### config.mk
export PLATFORM = sky130hd
export DESIGN_NAME = ysyx_23060180_mem_arbiter
export DESIGN_NICKNAME = d
export VERILOG_FILES = /design/src/rtl/ysyx_23060180_pkg.sv /design/src/rtl/ysyx_23060180_arb2.sv /design/src/rtl/ysyx_23060180_mem_arbiter.sv
export SDC_FILE = /design/constraint.sdc
export NUM_CORES = 1
export LEC_CHECK = 0
export BUFFER_PORTS_ARGS = -buffer_cell sky130_fd_sc_hd__buf_2
export CAP_MARGIN = 20
export CORE_MARGIN = 3
export CORE_UTILIZATION = 40
export DETAILED_ROUTE_END_ITERATION = 10
export HOLD_SLACK_MARGIN = 0.06
export PLACE_DENSITY = 0.78
export SETUP_SLACK_MARGIN = 0.3
export SYNTH_ARGS = -nofsm -noshare
export SYNTH_HDL_FRONTEND = slang
export SYNTH_SLANG_ARGS = --single-unit
export TNS_END_PERCENT = 20
### constraint.sdc
create_clock -name clk -period 7.2 [get_ports clk]
set_input_delay 0.36 -clock clk [delete_from_list [all_inputs] [get_ports clk]]
set_output_delay 0.36 -clock clk [all_outputs]
set_load 0.01 [all_outputs]
### src/rtl/ysyx_23060180_pkg.sv
// ysyx_23060180_pkg: shared state encoding, port IDs and error data for the memory arbiter
package ysyx_23060180_pkg;
    typedef enum logic [1:0] {
        IDLE = 2'd0,
        REQ  = 2'd1,
        WAIT = 2'd2,
        RESP = 2'd3
    } state_t;
    localparam logic PORT_IFU = 1'b0;
    localparam logic PORT_LSU = 1'b1;
    localparam logic [31:0] ERR_DATA_DEF = 32'hDEADBEEF;
endpackage

### src/rtl/ysyx_23060180_arb2.sv
// ysyx_23060180_arb2: combinational 2-way arbiter (IFU=bit 0, LSU=bit 1)
//   req[1:0]  in   request vector
//   rr_last   in   last owner, loses a round-robin tie
//   lsu_prio  in   1 = LSU wins ties, 0 = round-robin
//   gnt[1:0]  out  one-hot grant (0 when nobody requests)
//   owner     out  winning port ID
module ysyx_23060180_arb2
    import ysyx_23060180_pkg::*;
(
    input  logic [1:0] req,
    input  logic       rr_last,
    input  logic       lsu_prio,
    output logic [1:0] gnt,
    output logic       owner
);
    always_comb begin
        owner = &req ? (lsu_prio ? PORT_LSU : ~rr_last) : req[1];
        gnt   = {req[1] & owner, req[0] & ~owner};
    end
endmodule

### src/rtl/ysyx_23060180_mem_arbiter.sv
// ysyx_23060180_mem_arbiter: shares one memory port between IFU and LSU, one transaction in flight
//   clk, rstn_in                 clock, asynchronous active-low reset
//   ifu_* / lsu_*  (requester)   req/we/addr/wdata/wmask in; gnt/rvalid/rdata/err out
//   mem_*          (memory)      req/we/addr/wdata/wmask out; gnt/rvalid/rdata in
module ysyx_23060180_mem_arbiter
    import ysyx_23060180_pkg::*;
#(
    parameter int unsigned TIMEOUT_CYC = 64,
    parameter bit          LSU_PRIO    = 1'b1,
    parameter logic [31:0] ERR_DATA    = ERR_DATA_DEF
) (
    input  logic        clk,
    input  logic        rstn_in,
    input  logic        ifu_req,
    input  logic        ifu_we,
    input  logic [31:0] ifu_addr,
    input  logic [31:0] ifu_wdata,
    input  logic [3:0]  ifu_wmask,
    output logic        ifu_gnt,
    output logic        ifu_rvalid,
    output logic [31:0] ifu_rdata,
    output logic        ifu_err,
    input  logic        lsu_req,
    input  logic        lsu_we,
    input  logic [31:0] lsu_addr,
    input  logic [31:0] lsu_wdata,
    input  logic [3:0]  lsu_wmask,
    output logic        lsu_gnt,
    output logic        lsu_rvalid,
    output logic [31:0] lsu_rdata,
    output logic        lsu_err,
    output logic        mem_req,
    output logic        mem_we,
    output logic [31:0] mem_addr,
    output logic [31:0] mem_wdata,
    output logic [3:0]  mem_wmask,
    input  logic        mem_gnt,
    input  logic        mem_rvalid,
    input  logic [31:0] mem_rdata
);
    state_t      state, state_n;
    logic        owner, rr_last, err_q, arb_owner, grant, busy, done, tmo, abort;
    logic [1:0]  arb_gnt;
    logic [31:0] cnt, rdata_q;

    ysyx_23060180_arb2 u_arb (
        .req      ({lsu_req, ifu_req}),
        .rr_last  (rr_last),
        .lsu_prio (LSU_PRIO),
        .gnt      (arb_gnt),
        .owner    (arb_owner)
    );

    assign grant = (state == IDLE) && (|arb_gnt);
    assign busy  = (state == REQ) || (state == WAIT);
    assign done  = (state == REQ && mem_gnt) || (state == WAIT && mem_rvalid);
    // >= rather than == so a grant landing exactly on the last budget cycle
    // still leaves the following WAIT covered by the timeout
    assign tmo   = (TIMEOUT_CYC != 0) && (cnt >= TIMEOUT_CYC - 1);
    assign abort = busy && !done && tmo;

    assign ifu_gnt    = (state == IDLE) && arb_gnt[0];
    assign lsu_gnt    = (state == IDLE) && arb_gnt[1];
    assign ifu_rvalid = (state == RESP) && (owner == PORT_IFU);
    assign lsu_rvalid = (state == RESP) && (owner == PORT_LSU);
    assign ifu_rdata  = rdata_q;
    assign lsu_rdata  = rdata_q;
    assign ifu_err    = err_q;
    assign lsu_err    = err_q;
    assign mem_req    = (state == REQ);

    always_ff @(posedge clk or negedge rstn_in) begin
        if (!rstn_in) state <= IDLE;
        else          state <= state_n;
    end

    always_comb begin
        state_n = state;
        case (state)
            IDLE:    state_n = grant ? REQ : IDLE;
            REQ:     state_n = mem_gnt ? WAIT : (abort ? RESP : REQ);
            WAIT:    state_n = (mem_rvalid || abort) ? RESP : WAIT;
            default: state_n = IDLE;
        endcase
    end

    always_ff @(posedge clk or negedge rstn_in) begin
        if (!rstn_in) begin
            owner     <= PORT_IFU;
            rr_last   <= PORT_LSU;
            cnt       <= '0;
            mem_we    <= 1'b0;
            mem_addr  <= '0;
            mem_wdata <= '0;
            mem_wmask <= '0;
            rdata_q   <= '0;
            err_q     <= 1'b0;
        end else begin
            if (grant) begin
                owner     <= arb_owner;
                rr_last   <= arb_owner;
                cnt       <= '0;
                mem_we    <= arb_owner ? lsu_we    : ifu_we;
                mem_addr  <= arb_owner ? lsu_addr  : ifu_addr;
                mem_wdata <= arb_owner ? lsu_wdata : ifu_wdata;
                mem_wmask <= arb_owner ? lsu_wmask : ifu_wmask;
            end else if (busy) begin
                cnt <= cnt + 32'd1;
            end
            if (state == WAIT && mem_rvalid) begin
                rdata_q <= mem_we ? '0 : mem_rdata;
                err_q   <= 1'b0;
            end else if (abort) begin
                rdata_q <= ERR_DATA;
                err_q   <= 1'b1;
            end
        end
    end
endmodule

---- Yosys cells after proc, flatten, opt, wreduce, memory -nomap -nowiden ----
Cells that the tools add are included.
cells by class
  add/sub/neg operators ................... 1
  multiply operators ...................... 0
  div/mod/pow operators ................... 0
  $lt $le $gt $ge ......................... 1
  equal/unequal tests ..................... 3
  shift operators ......................... 0
  multiplexer cells ....................... 17
  bitwise gates (word level) .............. 4
  reductions and logical operators ........ 18
operators by type and width
  kind                   number
  $mux 32                7
  $add 32x1->32 const B  1
  $ge 32x6->1 const B    1
  $logic_and 1x1->1      9
  $mux 1                 6
  $pmux 2 s3             1
  $eq 2x2->1 const B     2
  $mux 2                 2
  $mux 4                 1
  $reduce_bool 2->1      2
  $logic_or 1x1->1       3
  $and 1x1->1            2
  $eq 2x1->1 const B     1
  $logic_not 2->1        1
  $not 1->1              2
  $reduce_and 2->1       1
  $reduce_or 2->1        1
  $logic_not 1->1        1
word-level totals
  register bits after elaboration ......... 137
  latch bits .............................. 0
  RAM bits ................................ 0
  bits in read-only memories .............. 0
  input bits .............................. 176
  output and inout bits ................... 140
  logic and storage cells ................. 53
  memories kept ........................... 0

---- Longest topological paths before layout ----
Gate-level depths: netlist (run 1).
  depth after elaboration ................. 9
  mapped depth ............................ 9

---- Cells and area by module ----
From an unflattened synthesis (run 1), not the netlist that was laid out.
second synthesis, totals
  cell total of the unflattened synthesis .. 694
  area total of the unflattened synthesis .. 6819.0 um^2
modules (own cells, without submodules)
  module                     times used  cells an instance  area each (um^2)  seq. area each (um^2)
  ysyx_23060180_mem_arbiter  1           689                6784.0            3454.6
  ysyx_23060180_arb2         1           5                  35.0              0.0

---- Least setup slack after synthesis (run 1) ----
No wires, ideal clock.
  path kind ............................... register -> register
  start ................................... register state[1]
  end ..................................... register cnt[29]
  library setup time ...................... 0.078 ns
  arrival time ............................ 2.291 ns
  data required time ...................... 7.122 ns
  slack ................................... 4.831 ns
  cell stages (with the launch flop) ...... 9
  path buffers ............................ 2
  clock period less this slack ............ 2.369 ns
  path through ............................ dfrtp_1 -> inv_1 -> ha_1 -> buf_4 -> nand4_4 -> or4_4 -> buf_6 -> or4_1 -> a21oi_1
between the ends
  cells in the longest elaborated chain, start to end .. 3
  elaborated cells between the ends (all ways) .. 7
RTL lines
  what                                                    RTL line                                                          source
  start: declaration                                      ysyx_23060180_mem_arbiter.sv:41                                   state_t state, state_n;
  start signal: assignment                                ysyx_23060180_mem_arbiter.sv:74                                   else state <= state_n;
  $eq 2x1->1 (tied with other cells)                      ysyx_23060180_mem_arbiter.sv:55                                   assign busy = (state == REQ) || (state == WAIT);
  $logic_or 1x1->1 or $logic_and 1x1->1 (tied branches)   ysyx_23060180_mem_arbiter.sv:55, ysyx_23060180_mem_arbiter.sv:54
  $reduce_bool 2->1 (no line) or $mux 32 (tied branches)  n/a
  end signal: assignment                                  ysyx_23060180_mem_arbiter.sv:108                                  cnt <= cnt + 32'd1;
  end: declaration                                        ysyx_23060180_mem_arbiter.sv:44                                   logic [31:0] cnt, rdata_q;
Several ways; a longest one is shown, not always the timed one.
A chain may end at the register's enable or synchronous reset.

---- Worst setup path in the final report (run 1) ----
  start ................................... register state[1]
  end ..................................... register cnt[28]
Same word-level chain as after synthesis.

==> results of run 1 <==
==> tightest hold or removal path, cell delays in order <==
cell and delay (ps):
buf_2 70, mux2i_1 50, o21ai_0 130
==> cell families after synthesis <==
logic type	share of synthesized area, %
AO/OA/AOI/OAI	14.5
buffers and inverters	7.10
AND/OR/NAND/NOR	15.3
multiplexers	10.3
flip-flops	50.5
XOR/XNOR	1.16
adder cells (fa/ha/maj)	1.11
==> repair_timing <==
action,4_1_cts,5_1_grt
resized for setup,0,0
hold endpoints to repair,1,0
hold buffers,1,0
==> stage by stage <==
stage                     instance area (um^2)  instances  hold WS (ps)
after CTS                                 8860       1180           215
after global placement                    8250       1146           456
after floorplan                           6790        694          64.4
after detailed placement                  8260       1147           465
after global routing                      8900       1182           231
final                                     8900       1182           229
==> area by class of cell <==
cell class / instances / area [um^2]
clock buffer: 19 / 453
clock inverter: 13 / 133
fill: 1495 / 7330
inverter: 9 / 33.8
multi-input combinational: 465 / 2900
sequential: 137 / 3430
tap: 216 / 270
timing repair buffer: 323 / 1690
==> path summary, 6_finish.rpt <==
kind | start | to
setup / recovery | state[1] | cnt[28]
hold / removal | ifu_addr[0] | mem_addr[0]
setup reg to reg | state[1] | cnt[28]
hold reg to reg | mem_wdata[0] | mem_wdata[0]
max in group asynchronous | rstn_in | mem_wdata[7]
min in group asynchronous | rstn_in | ifu_rdata[29]
==> flip-flops by register name (all words and copies together) (netlist names) <==
register	cells
mem_addr	32
owner	1
mem_wmask	4
ifu_rdata	32
state	2
ifu_err	1
mem_we	1
cnt	32
mem_wdata	32
==> cells in the mapped netlist (4+ instances only) <==
cell type / n
a21oi_1: 63
nand4_1: 8
or3_1: 12
nand2_1: 82
o31ai_1: 11
ha_1: 6
nand3_1: 9
nor3b_1: 32
inv_1: 9
or4_1: 11
xnor2_1: 6
buf_4: 34
mux2i_1: 70
clkbuf_1: 44
dfrtp_1: 137
o21ai_0: 107
nor3_1: 4
nor2_1: 15
nor4_1: 6
==> power groups by stage <==
stage                     clock network (mW)  logic [mW]  registers, mW
after floorplan                            0       0.673           1.36
after global placement                     0        1.20           1.26
after detailed placement                   0        1.24           1.27
after CTS                              0.873        1.24           1.26
after global routing                   0.912        1.41           1.28
final                                  0.853        1.26           1.24
==> routing by layer <==
metal	GRT usage [%]	part of all wire, %
met1	24.0	40
met2	33.1	52
met3	4.89	6.0
met4	5.60	1.9
met5	0	0
==> metrics.md, run 1 <==
| Metric | Value |
|---|---|
| Worst-margin pin slew | `~950 ps` |
| Critical path class | `register to register` |
| Top-area cell type share of the netlist area | `50.5%` |
| Worst hold path type | `input port to register` |
| Fraction of power consumed by the clock network | `between 20% and 30%` |
| Final wirelength | `between 15000 and 20000 um` |
| Max cap viols | `0` |
| Crit path depth | `6` |
| Seq pwr share | `between 30% and 40%` |
| Max Clock Freq | `353 MHz` |
| CTS tree | `done` |
| Net Count, Synth | `876` |
| Initial antenna violation count | `0` |
| Crit-path max cell delay | `740 ps` |
| Final Core Density | `a little over half` |
| CP most frequent cell | `or4_1` |
| Routed via count | `between 5000 and 6000` |
| DRC | `0` |
| CP max-delay cell | `or4_1` |
| Synth cell types | `38` |
| All-Layer GR Usage | `19.3%` |
| Leakage | `between 4 and 5 nW` |
| Synth Instances | `approximately 690` |
| Crit end category | `register` |
| First-pass GRT wire length | `~29000 um` |
| Synth-to-layout area growth | `31.2%` |
| GRT overflow | `0` |
| CTS Buf Count | `17` |
| Fin crit period | `about 2800 ps` |
| Seq/Total Area, Yosys | `between 50 and 60%` |
| Post-route ant nets | `0` |
| Status | `finished clean` |
| Crit-path max FO | `20` |
| CP delay by family, top | `simple AND/OR/NAND/NOR gates` |
| Area contributors post-synth | `dfrtp_1 (51%), mux2i_1 (10%), o21ai_0 (7.9%)` |
| Mapped cell area | `between 6000 and 7000 um^2` |
| # rows | `46` |
| Drt wl/cell | `between 15 and 20 um` |
| Pre-CTS setup slack | `between 4000 and 5000 ps` |
| Core Box Area | `16200 um^2` |
| Syn. warnings | `0` |
| Final Hold Fails | `0` |
| Unrepaired setup endpoints after global routing | `false` |
| Clock skew | `just over 10 ps` |
| Vias in the first global route | `approximately 5700` |
| Maximum VDD drop | `around 220 uV` |
| Max Slew Vio Count | `0` |
| Setup_tns | `0 ps` |
| Die Wd | `roughly 140 um` |
| Commonest non-fill, non-tap cell in the layout | `buf_2` |
| Switch share | `38.5%` |
| CP required | `around 7500 ps` |
| Via/cell ratio | `4.97` |
| Num Clock Sinks | `approximately 140` |
| Final cycle utilization of the critical path | `between 30% and 40%` |
| # setup viols final | `0` |
| Arrival time of the worst setup path | `about 3200 ps` |
| Commonest non-fill, non-tap cells in the layout | `buf_2 (313), dfrtp_1 (137), o21ai_0 (106), nand2_1 (81), mux2i_1 (70)` |
| Die area | `between 15000 and 20000 um^2` |
| Worst setup SP type | `register` |
| Die Y-Extent | `between 100 and 150 um` |
| Post-DP HPWL | `13500 um` |
| IO buf count | `around 320` |
| P_sw | `1.29 mW` |
| Register-to-Register Path Depth | `6` |
| Synth Register Bits | `~140` |
| Initial core utilization | `a little over two fifths` |
| Pwr/cell area | `377 nW/um^2` |
| Reg2Reg Setup Slack | `4370 ps` |
| ANT cells | `0` |
| Mean area per synthesized cell | `just under 10 um^2` |
| Layout Nets | `1135` |
| Largest net degree at the start of global routing | `roughly 120` |
| Min-Delay Path Depth | `3` |
| Combinational power share | `a little under two fifths` |
| P_int | `between 2 and 2.5 mW` |
| Layout cells sized above 1 | `a little under two fifths` |
| Synth area leader | `dfrtp_1` |
| CP cell instances | `inv_1 -> ha_1 -> nand3_1 -> or4_1 -> or4_1 -> a21oi_1` |
| H-tree Lvls | `4` |
| Drt initial violations | `around 310` |
| Placer Congestion | `0.827` |
| Tot Pwr | `about 3.4 mW` |
| I/O Pins | `~320` |
| Post-synth EDFFs | `0` |
| Clock Latency Late Sink | `420 ps` |
| Worst-path clk slew | `70 ps` |
| Ys flop type | `dfrtp_1` |
| Buffers & Inverters on Critical Path | `1` |
| Post-CTS Setup Inserts | `0` |
| Setup ws final | `4370 ps` |
| Rel. slew slack | `a little over a third` |
| Drt pass-1 iters | `4` |
| Largest buffer count on any clock path | `2` |
| Clock root buffer | `clkbuf_16` |
| Async S/R FF share, synth | `between 90% and 100%` |
Power figures use the tool's default switching activity.
==> run 2: changes to the inputs <==
--- a/config.mk
+++ b/config.mk
@@ -5,13 +5,14 @@
 export SDC_FILE = /design/constraint.sdc
 export NUM_CORES = 1
 export LEC_CHECK = 0
+export ABC_AREA = 1
 export BUFFER_PORTS_ARGS = -buffer_cell sky130_fd_sc_hd__buf_2
 export CAP_MARGIN = 20
 export CORE_MARGIN = 3
 export CORE_UTILIZATION = 40
 export DETAILED_ROUTE_END_ITERATION = 10
 export HOLD_SLACK_MARGIN = 0.06
-export PLACE_DENSITY = 0.78
+export PLACE_DENSITY = 0.77
 export SETUP_SLACK_MARGIN = 0.3
 export SYNTH_ARGS = -nofsm -noshare
 export SYNTH_HDL_FRONTEND = slang
==> constraint.sdc (replaced) <==
create_clock -name clk -period 3 [get_ports clk]
set_input_delay 0.15 -clock clk [delete_from_list [all_inputs] [get_ports clk]]
set_output_delay 0.15 -clock clk [all_outputs]
set_load 0.01 [all_outputs]
==> metrics.md, run 2 <==
| Metric | Value |
|---|---|
| Top-count cell post-synth | `nand2_1 (was dfrtp_1)` |
| # rows | `49 (was 46)` |
| Clock skew | `15.5 ps (was 10.4 ps)` |
| Unrepaired setup endpoints after global routing | `false (unchanged)` |
| Seq/Total Area, Yosys | `46.0% (was 50.5%)` |
| Synth-to-layout area growth | `42.7% (was 31.2%)` |
| Crit end category | `register (unchanged)` |
| Largest buffer count on any clock path | `2 (unchanged)` |
| Arrival time of the worst setup path | `2420 ps (was 3160 ps)` |
| Drt initial violations | `409 (was 305)` |
| Final hold slack | `71.5 ps (was 229 ps)` |
| Crit-path max cell delay | `450 ps (was 740 ps)` |
| Layout cells sized above 1 | `26.9% (was 37.5%)` |
| Pwr/cell area | `799 nW/um^2 (was 377 nW/um^2)` |
| Post-route ant nets | `0 (unchanged)` |
| Final wirelength | `22400 um (was 18200 um)` |
| DRC | `0 (unchanged)` |
| CP cell instances | `inv_1 -> ha_1 -> inv_2 -> a211oi_2 -> nand2_4 -> nand2_2 -> nand2_1 -> nand2_1 (was inv_1 -> ha_1 -> nand3_1 -> or4_1 -> or4_1 -> a21oi_1)` |
| Worst-margin pin slew | `767 ps (was 954 ps)` |
| Most frequent cells after synthesis | `nand2_1 (365), dfrtp_1 (137), o21ai_0 (135) (was dfrtp_1 (137), o21ai_0 (107), nand2_1 (82))` |
| Syn. warnings | `0 (unchanged)` |
| Routed via count | `7832 (was 5875)` |
| Post-cts resize count | `0 (unchanged)` |
| Maximum VDD drop | `439 uV (was 221 uV)` |
| All-Layer GR Usage | `21.5% (was 19.3%)` |
| Mean area per synthesized cell | `7.17 um^2 (was 9.78 um^2)` |
| # setup viols final | `0 (unchanged)` |
| CP max-delay cell | `dfrtp_1 (was or4_1)` |
| Final Hold Fails | `0 (unchanged)` |
| Layout Nets | `1598 (was 1135)` |
| Max cap viols | `0 (unchanged)` |
| Post-DP HPWL | `15400 um (was 13500 um)` |
| Max Slew Vio Count | `0 (unchanged)` |
| H-tree Lvls | `4 (unchanged)` |
| CP most frequent cell | `nand2_1 (was or4_1)` |
| Worst-path clk slew | `70 ps (about the same)` |
| Rel. slew slack | `48.8% (was 36.4%)` |
| IO buf count | `315 (unchanged)` |
| Via/cell ratio | `4.72 (was 4.97)` |
| Pre-CTS setup slack | `937 ps (was 4410 ps)` |
| Worst setup SP type | `register (unchanged)` |
| Buffers & Inverters on Critical Path | `2 (was 1)` |
| CTS Buf Count | `17 (unchanged)` |
| GRT overflow | `0 (unchanged)` |
| I/O Pins | `316 (unchanged)` |
| Post-CTS Setup Inserts | `0 (unchanged)` |
| Clock root buffer | `clkbuf_16 (unchanged)` |
| Fin crit period | `2070 ps (was 2830 ps)` |
| Synth Register Bits | `137 (unchanged)` |
| Crit-path max FO | `35 (was 20)` |
| Largest net degree at the start of global routing | `87 (was 115)` |
| CP delay by family, top | `simple AND/OR/NAND/NOR gates (unchanged)` |
| CP required | `3350 ps (was 7530 ps)` |
| Num Clock Sinks | `137 (unchanged)` |
| Setup_tns | `0 ps (unchanged)` |
| Async S/R FF share, synth | `100% (unchanged)` |
| Core Box Area | `18100 um^2 (was 16200 um^2)` |
| Setup ws final | `929 ps (was 4370 ps)` |
| Synth cell types | `32 (was 38)` |
| Status | `finished clean (unchanged)` |
| CTS tree | `done (unchanged)` |
| Worst hold path type | `input port to register (unchanged)` |
| Clock Latency Late Sink | `420 ps (about the same)` |
| Initial core utilization | `41.1% (was 41.8%)` |
| Die area | `20300 um^2 (was 18600 um^2)` |
| Placer Congestion | `0.873 (was 0.827)` |
| Die Wd | `143 um (was 136 um)` |
| Synth area leader | `dfrtp_1 (unchanged)` |
| Commonest non-fill, non-tap cell in the layout | `nand2_1 (was buf_2)` |
| Tot Pwr | `8.51 mW (was 3.35 mW)` |
| Area contributors post-synth | `dfrtp_1 (46%), nand2_1 (18%), o21ai_0 (9.1%) (was dfrtp_1 (51%), mux2i_1 (10%), o21ai_0 (7.9%))` |
| Drt pass-1 iters | `5 (was 4)` |
| Final cycle utilization of the critical path | `69.0% (was 39.3%)` |
| ANT cells | `0 (unchanged)` |
| Vias in the first global route | `7362 (was 5743)` |
| Critical path class | `register to register (unchanged)` |
| Drt wl/cell | `13.5 um (was 15.4 um)` |
| Mapped cell area | `7460 um^2 (was 6790 um^2)` |
| Die Y-Extent | `143 um (was 136 um)` |
| Post-synth EDFFs | `0 (unchanged)` |
| First-pass GRT wire length | `35400 um (was 28500 um)` |
| Final Core Density | `58.7% (was 54.9%)` |
| Leakage | `5.87 nW (was 4.53 nW)` |
| Initial antenna violation count | `0 (unchanged)` |
| Ys flop type | `dfrtp_1 (unchanged)` |
| Commonest non-fill, non-tap cells in the layout | `nand2_1 (365), buf_2 (313), dfrtp_1 (137), o21ai_0 (135), inv_1 (125) (was buf_2 (313), dfrtp_1 (137), o21ai_0 (106), nand2_1 (81), mux2i_1 (70))` |
| Max Clock Freq | `483 MHz (was 353 MHz)` |
| Synth Instances | `1041 (was 694)` |
| Top-area cell type share of the netlist area | `46.0% (was 50.5%)` |
| Net Count, Synth | `1223 (was 876)` |
[run 2: where the power goes]
part	switching, mW	leakage [nW]	internal [mW]
clock	0.848	0.280	1.24
combinational	2.06	3.85	1.34
sequential	0.456	1.74	2.56
[run 2: through the flow]
stage	std cells	instance area [um^2]
finish	1658	10600
global route	1658	10600
CTS	1658	10600
detailed placement	1517	8970
global placement	1517	8970
floorplan	1041	7460
[run 2: path summary, 6_finish.rpt]
check	start	end	slack, ps	depth (start not counted)
setup / recovery	state[1]	ifu_rdata[3]	930	8
max in group asynchronous	rstn_in	mem_addr[3]	1880	3
hold / removal	lsu_addr[6]	mem_addr[6]	70	5
hold reg to reg	mem_addr[21]	mem_addr[21]	480	2
min in group asynchronous	rstn_in	cnt[22]	380	2
setup reg to reg	state[1]	ifu_rdata[3]	930	8
[run 2: area by class of cell]
cell class	instances	area, um^2
tap	229	287
clock inverter	14	160
sequential	137	3430
inverter	132	498
fill	1598	7500
multi-input combinational	694	3070
timing repair buffer	434	2780
clock buffer	18	429
[run 2: per-layer routing]
layer / GRT usage [%] / share of wire [%] / vias up
met4: 8.15 / 2.5 / 0
met1: 26.4 / 40 / 3530
met5: 0 / 0 / -
li1: - / - / 3950
met2: 36.9 / 51 / 312
met3: 5.07 / 6.7 / 40
[run 2: logic make-up after synthesis]
kind of cell	Yosys count	synth area share, %
AOI/OAI and AO/OA	167	11.6
buffers and inverters	210	12.9
and+or+nand+nor	518	28.2
xor gates and xnor gates	3	0.352
DFF	137	46.0
adders and majority gates	6	1.01
[run 2: worst register-to-register path, cell delays in order (launching register included)]
cell and delay (ps):
dfrtp_1 450, inv_1 100, ha_1 320, inv_2 100, a211oi_2 330, nand2_4 310, nand2_2 280, nand2_1 70
nand2_1 60
[run 2: timing repair]
item | 4_1_cts | 5_1_grt
endpoints found under the setup margin | 0 | 0
hold buffers | 109 | 0
hold endpoints to repair | 171 | 0
==> run 3: changes to the inputs <==
--- a/config.mk
+++ b/config.mk
@@ -5,14 +5,14 @@
 export SDC_FILE = /design/constraint.sdc
 export NUM_CORES = 1
 export LEC_CHECK = 0
-export ABC_AREA = 1
+export ABC_AREA = 0
 export BUFFER_PORTS_ARGS = -buffer_cell sky130_fd_sc_hd__buf_2
 export CAP_MARGIN = 20
 export CORE_MARGIN = 3
 export CORE_UTILIZATION = 40
 export DETAILED_ROUTE_END_ITERATION = 10
 export HOLD_SLACK_MARGIN = 0.06
-export PLACE_DENSITY = 0.77
+export PLACE_DENSITY = 0.81
 export SETUP_SLACK_MARGIN = 0.3
 export SYNTH_ARGS = -nofsm -noshare
 export SYNTH_HDL_FRONTEND = slang
==> constraint.sdc (replaced) <==
create_clock -name clk -period 1.7 [get_ports clk]
set_input_delay 0.085 -clock clk [delete_from_list [all_inputs] [get_ports clk]]
set_output_delay 0.085 -clock clk [all_outputs]
set_load 0.01 [all_outputs]
==> metrics.md, run 3 (same netlist as run 1, synthesis figures left out) <==
| Metric | Value |
|---|---|
| Drt wl/cell | `23.6 um (was 13.5 um)` |
| Drt pass-1 iters | `5 (unchanged)` |
| Arrival time of the worst setup path | `2580 ps (was 2420 ps)` |
| Clock root buffer | `clkbuf_16 (unchanged)` |
| Clock skew | `14.1 ps (was 15.5 ps)` |
| Hold Startpoint | `mem_rdata[30] (was lsu_addr[6])` |
| Commonest non-fill, non-tap cells in the layout | `buf_2 (309), dlygate4sd3_1 (144), dfrtp_1 (136), mux2i_1 (70), buf_4 (51) (was nand2_1 (365), buf_2 (313), dfrtp_1 (137), o21ai_0 (135), inv_1 (125))` |
| Max Slew Vio Count | `0 (unchanged)` |
| Worst setup SP type | `register (unchanged)` |
| Fraction of power consumed by the clock network | `20.5% (was 24.6%)` |
| Critical path class | `register to register (unchanged)` |
| Via/cell ratio | `5.82 (was 4.72)` |
| Fin crit period | `2250 ps (was 2070 ps)` |
| Layout cells sized above 1 | `49.9% (was 26.9%)` |
| Combinational power share | `47.7% (was 40.0%)` |
| Met2 Usage GRT | `48.0% (was 36.9%)` |
| P_int | `10.2 mW (was 5.14 mW)` |
| Synth-to-layout area growth | `75.8% (was 42.7%)` |
| Failing checks | `setup timing` |
| Clock Latency Late Sink | `430 ps (was 420 ps)` |
| Setup ws final | `-549 ps (was 929 ps)` |
| Final Core Density | `73.5% (was 58.7%)` |
| Largest buffer count on any clock path | `2 (unchanged)` |
| Placed Area | `8790 um^2 (was 8970 um^2)` |
| P_sw | `7.88 mW (was 3.37 mW)` |
| Rel. slew slack | `46.6% (was 48.8%)` |
| Routing usage on met1 | `32.0% (was 26.4%)` |
| Final cycle utilization of the critical path | `132% (was 69.0%)` |
| H-tree Lvls | `4 (unchanged)` |
| Crit end category | `register (unchanged)` |
| Largest net degree at the start of global routing | `57 (was 87)` |
| Reg area | `3430 um^2 (about the same)` |
| Vias in the first global route | `7811 (was 7362)` |
| Max Clock Freq | `445 MHz (was 483 MHz)` |
| Worst-margin pin slew | `798 ps (was 767 ps)` |
| # rows | `46 (was 49)` |
| Footprint of the multi-input gates | `3870 um^2 (was 3070 um^2)` |
| Die Wd | `136 um (was 143 um)` |
| Drt initial violations | `459 (was 409)` |
| I/O Pins | `316 (unchanged)` |
| Worst hold path type | `input port to register (unchanged)` |
| Crit-path max FO | `14 (was 35)` |
| CTS tree | `done (unchanged)` |
| Max cap viols | `0 (unchanged)` |
| Worst setup startpoint | `state[0] (was state[1])` |
| CTS Buf Count | `17 (unchanged)` |
| Initial antenna violation count | `1 (was 0)` |
| Post-DP HPWL | `15200 um (was 15400 um)` |
| Pwr/cell area | `1510 nW/um^2 (was 799 nW/um^2)` |
| Status | `finished, violations left (was finished clean)` |
| GRT busiest layer | `met2 (unchanged)` |
| First-pass GRT wire length | `41600 um (was 35400 um)` |
| Post-route ant nets | `0 (unchanged)` |
| Die area | `18600 um^2 (was 20300 um^2)` |
| Initial core utilization | `41.8% (was 41.1%)` |
| Seq pwr share | `31.8% (was 35.4%)` |
| Final Cell Area | `11900 um^2 (was 10600 um^2)` |
| Die Y-Extent | `136 um (was 143 um)` |
| Placer Congestion | `0.802 (was 0.873)` |
| Met3 GRT Util | `6.92% (was 5.07%)` |
| DRC | `0 (unchanged)` |
| GRT overflow | `0 (unchanged)` |
| Num Clock Sinks | `137 (unchanged)` |
| Filler cells | `966 (was 1598)` |
| Core Box Area | `16200 um^2 (was 18100 um^2)` |
| Switch share | `43.7% (was 39.6%)` |
| Commonest non-fill, non-tap cell in the layout | `buf_2 (was nand2_1)` |
| All-Layer GR Usage | `29.0% (was 21.5%)` |
| Worst-path clk slew | `60 ps (was 70 ps)` |
| Unrepaired setup endpoints after global routing | `true (was false)` |
| Maximum VDD drop | `1020 uV (was 439 uV)` |
| Final Hold Fails | `0 (unchanged)` |
| CP required | `2030 ps (was 3350 ps)` |
| # setup viols final | `63 (was 0)` |
| IO buf count | `315 (unchanged)` |
| Final wirelength | `32800 um (was 22400 um)` |
| Routed via count | `8106 (was 7832)` |
| Reg-to-reg startpoint | `state[0] (was state[1])` |
| Leakage | `5.87 nW (about the same)` |
| Layout Nets | `1341 (was 1598)` |
==> run 3: cell types whose count changed in the layout (fill, tap and decap cells not counted), moves of 16 or more <==
cell	before	now
nor3b_1	1	32
a21oi_1	12	45
inv_1	125	7
o21ai_2	0	42
dlygate4sd3_1	109	144
a21oi_2	0	16
nand2_1	365	27
buf_4	9	51
mux2i_1	0	70
nand2_4	2	49
o21ai_0	135	29
nand3_1	36	7
nor2_1	77	14
==> run 3: through the flow <==
stage	setup slack (ps)	setup TNS [ps]	cells	power, mW	hold slack (ps)
2_1_floorplan	-630	-12480	694	8.77	-211
3_3_place_gp	-428	-8430	1204	11.0	59.2
5_1_grt	-653	-20230	1388	18.8	75.8
3_5_place_dp	-486	-10470	1204	11.2	67.7
4_1_cts	-440	-9320	1385	15.3	61.6
6_report	-549	-16610	1392	18.0	66.2
==> run 3: area by class of cell <==
class                   instances  area share [%]
diodes                          5           0.105
clock buffers                  17            3.56
repair buffers                528            31.4
clock inverters                14            1.25
inverters                       9           0.283
flip-flops and latches        137            28.7
well taps                     216            2.26
multi-input cells             466            32.4
==> run 3: power groups by stage <==
stage	registers (mW)	logic (mW)	clock network, mW
finish	5.74	8.60	3.70
global route	5.82	9.10	3.86
CTS	5.24	6.44	3.65
detailed placement	5.26	5.97	0
global placement	5.21	5.80	0
floorplan	5.76	3.01	0
==> run 3: repair_timing <==
item / 4_1_cts / 5_1_grt
hold buffers: 144 / 0
pin swaps: 22 / 103
hold endpoints to repair: 154 / 0
gates cloned: 1 / 1
gates resized for setup: 50 / 272
endpoints found under the setup margin: 81 / 130
setup buffers: 5 / 1
==> run 3: path summary, 6_finish.rpt <==
| path | endpoint | slack, ps | depth (start not counted) |
|---|---|---|---|
| worst min register to register | mem_wdata[20] | 470 | 2 |
| worst max-delay path | cnt[20] | -550 | 7 |
| max in group asynchronous | mem_wdata[22] | 900 | 3 |
| worst max register to register | cnt[20] | -550 | 7 |
| worst min-delay path | ifu_rdata[30] | 70 | 4 |
| min in group asynchronous | mem_wdata[20] | 170 | 2 |
==> run 3: per-layer routing <==
metal,part of all wire (%),vias up
li1,-,3383
met1,32,3808
met2,49,698
met3,9.6,217
met4,9.2,0
met5,0,-
==> run 3: worst max-delay path, stage by stage (launching register included) <==
cell	delay, ps
dfrtp_1	370
inv_2	60
ha_4	290
nand3_2	100
or4_4	450
buf_12	170
or4_1	510
a21oi_1	210
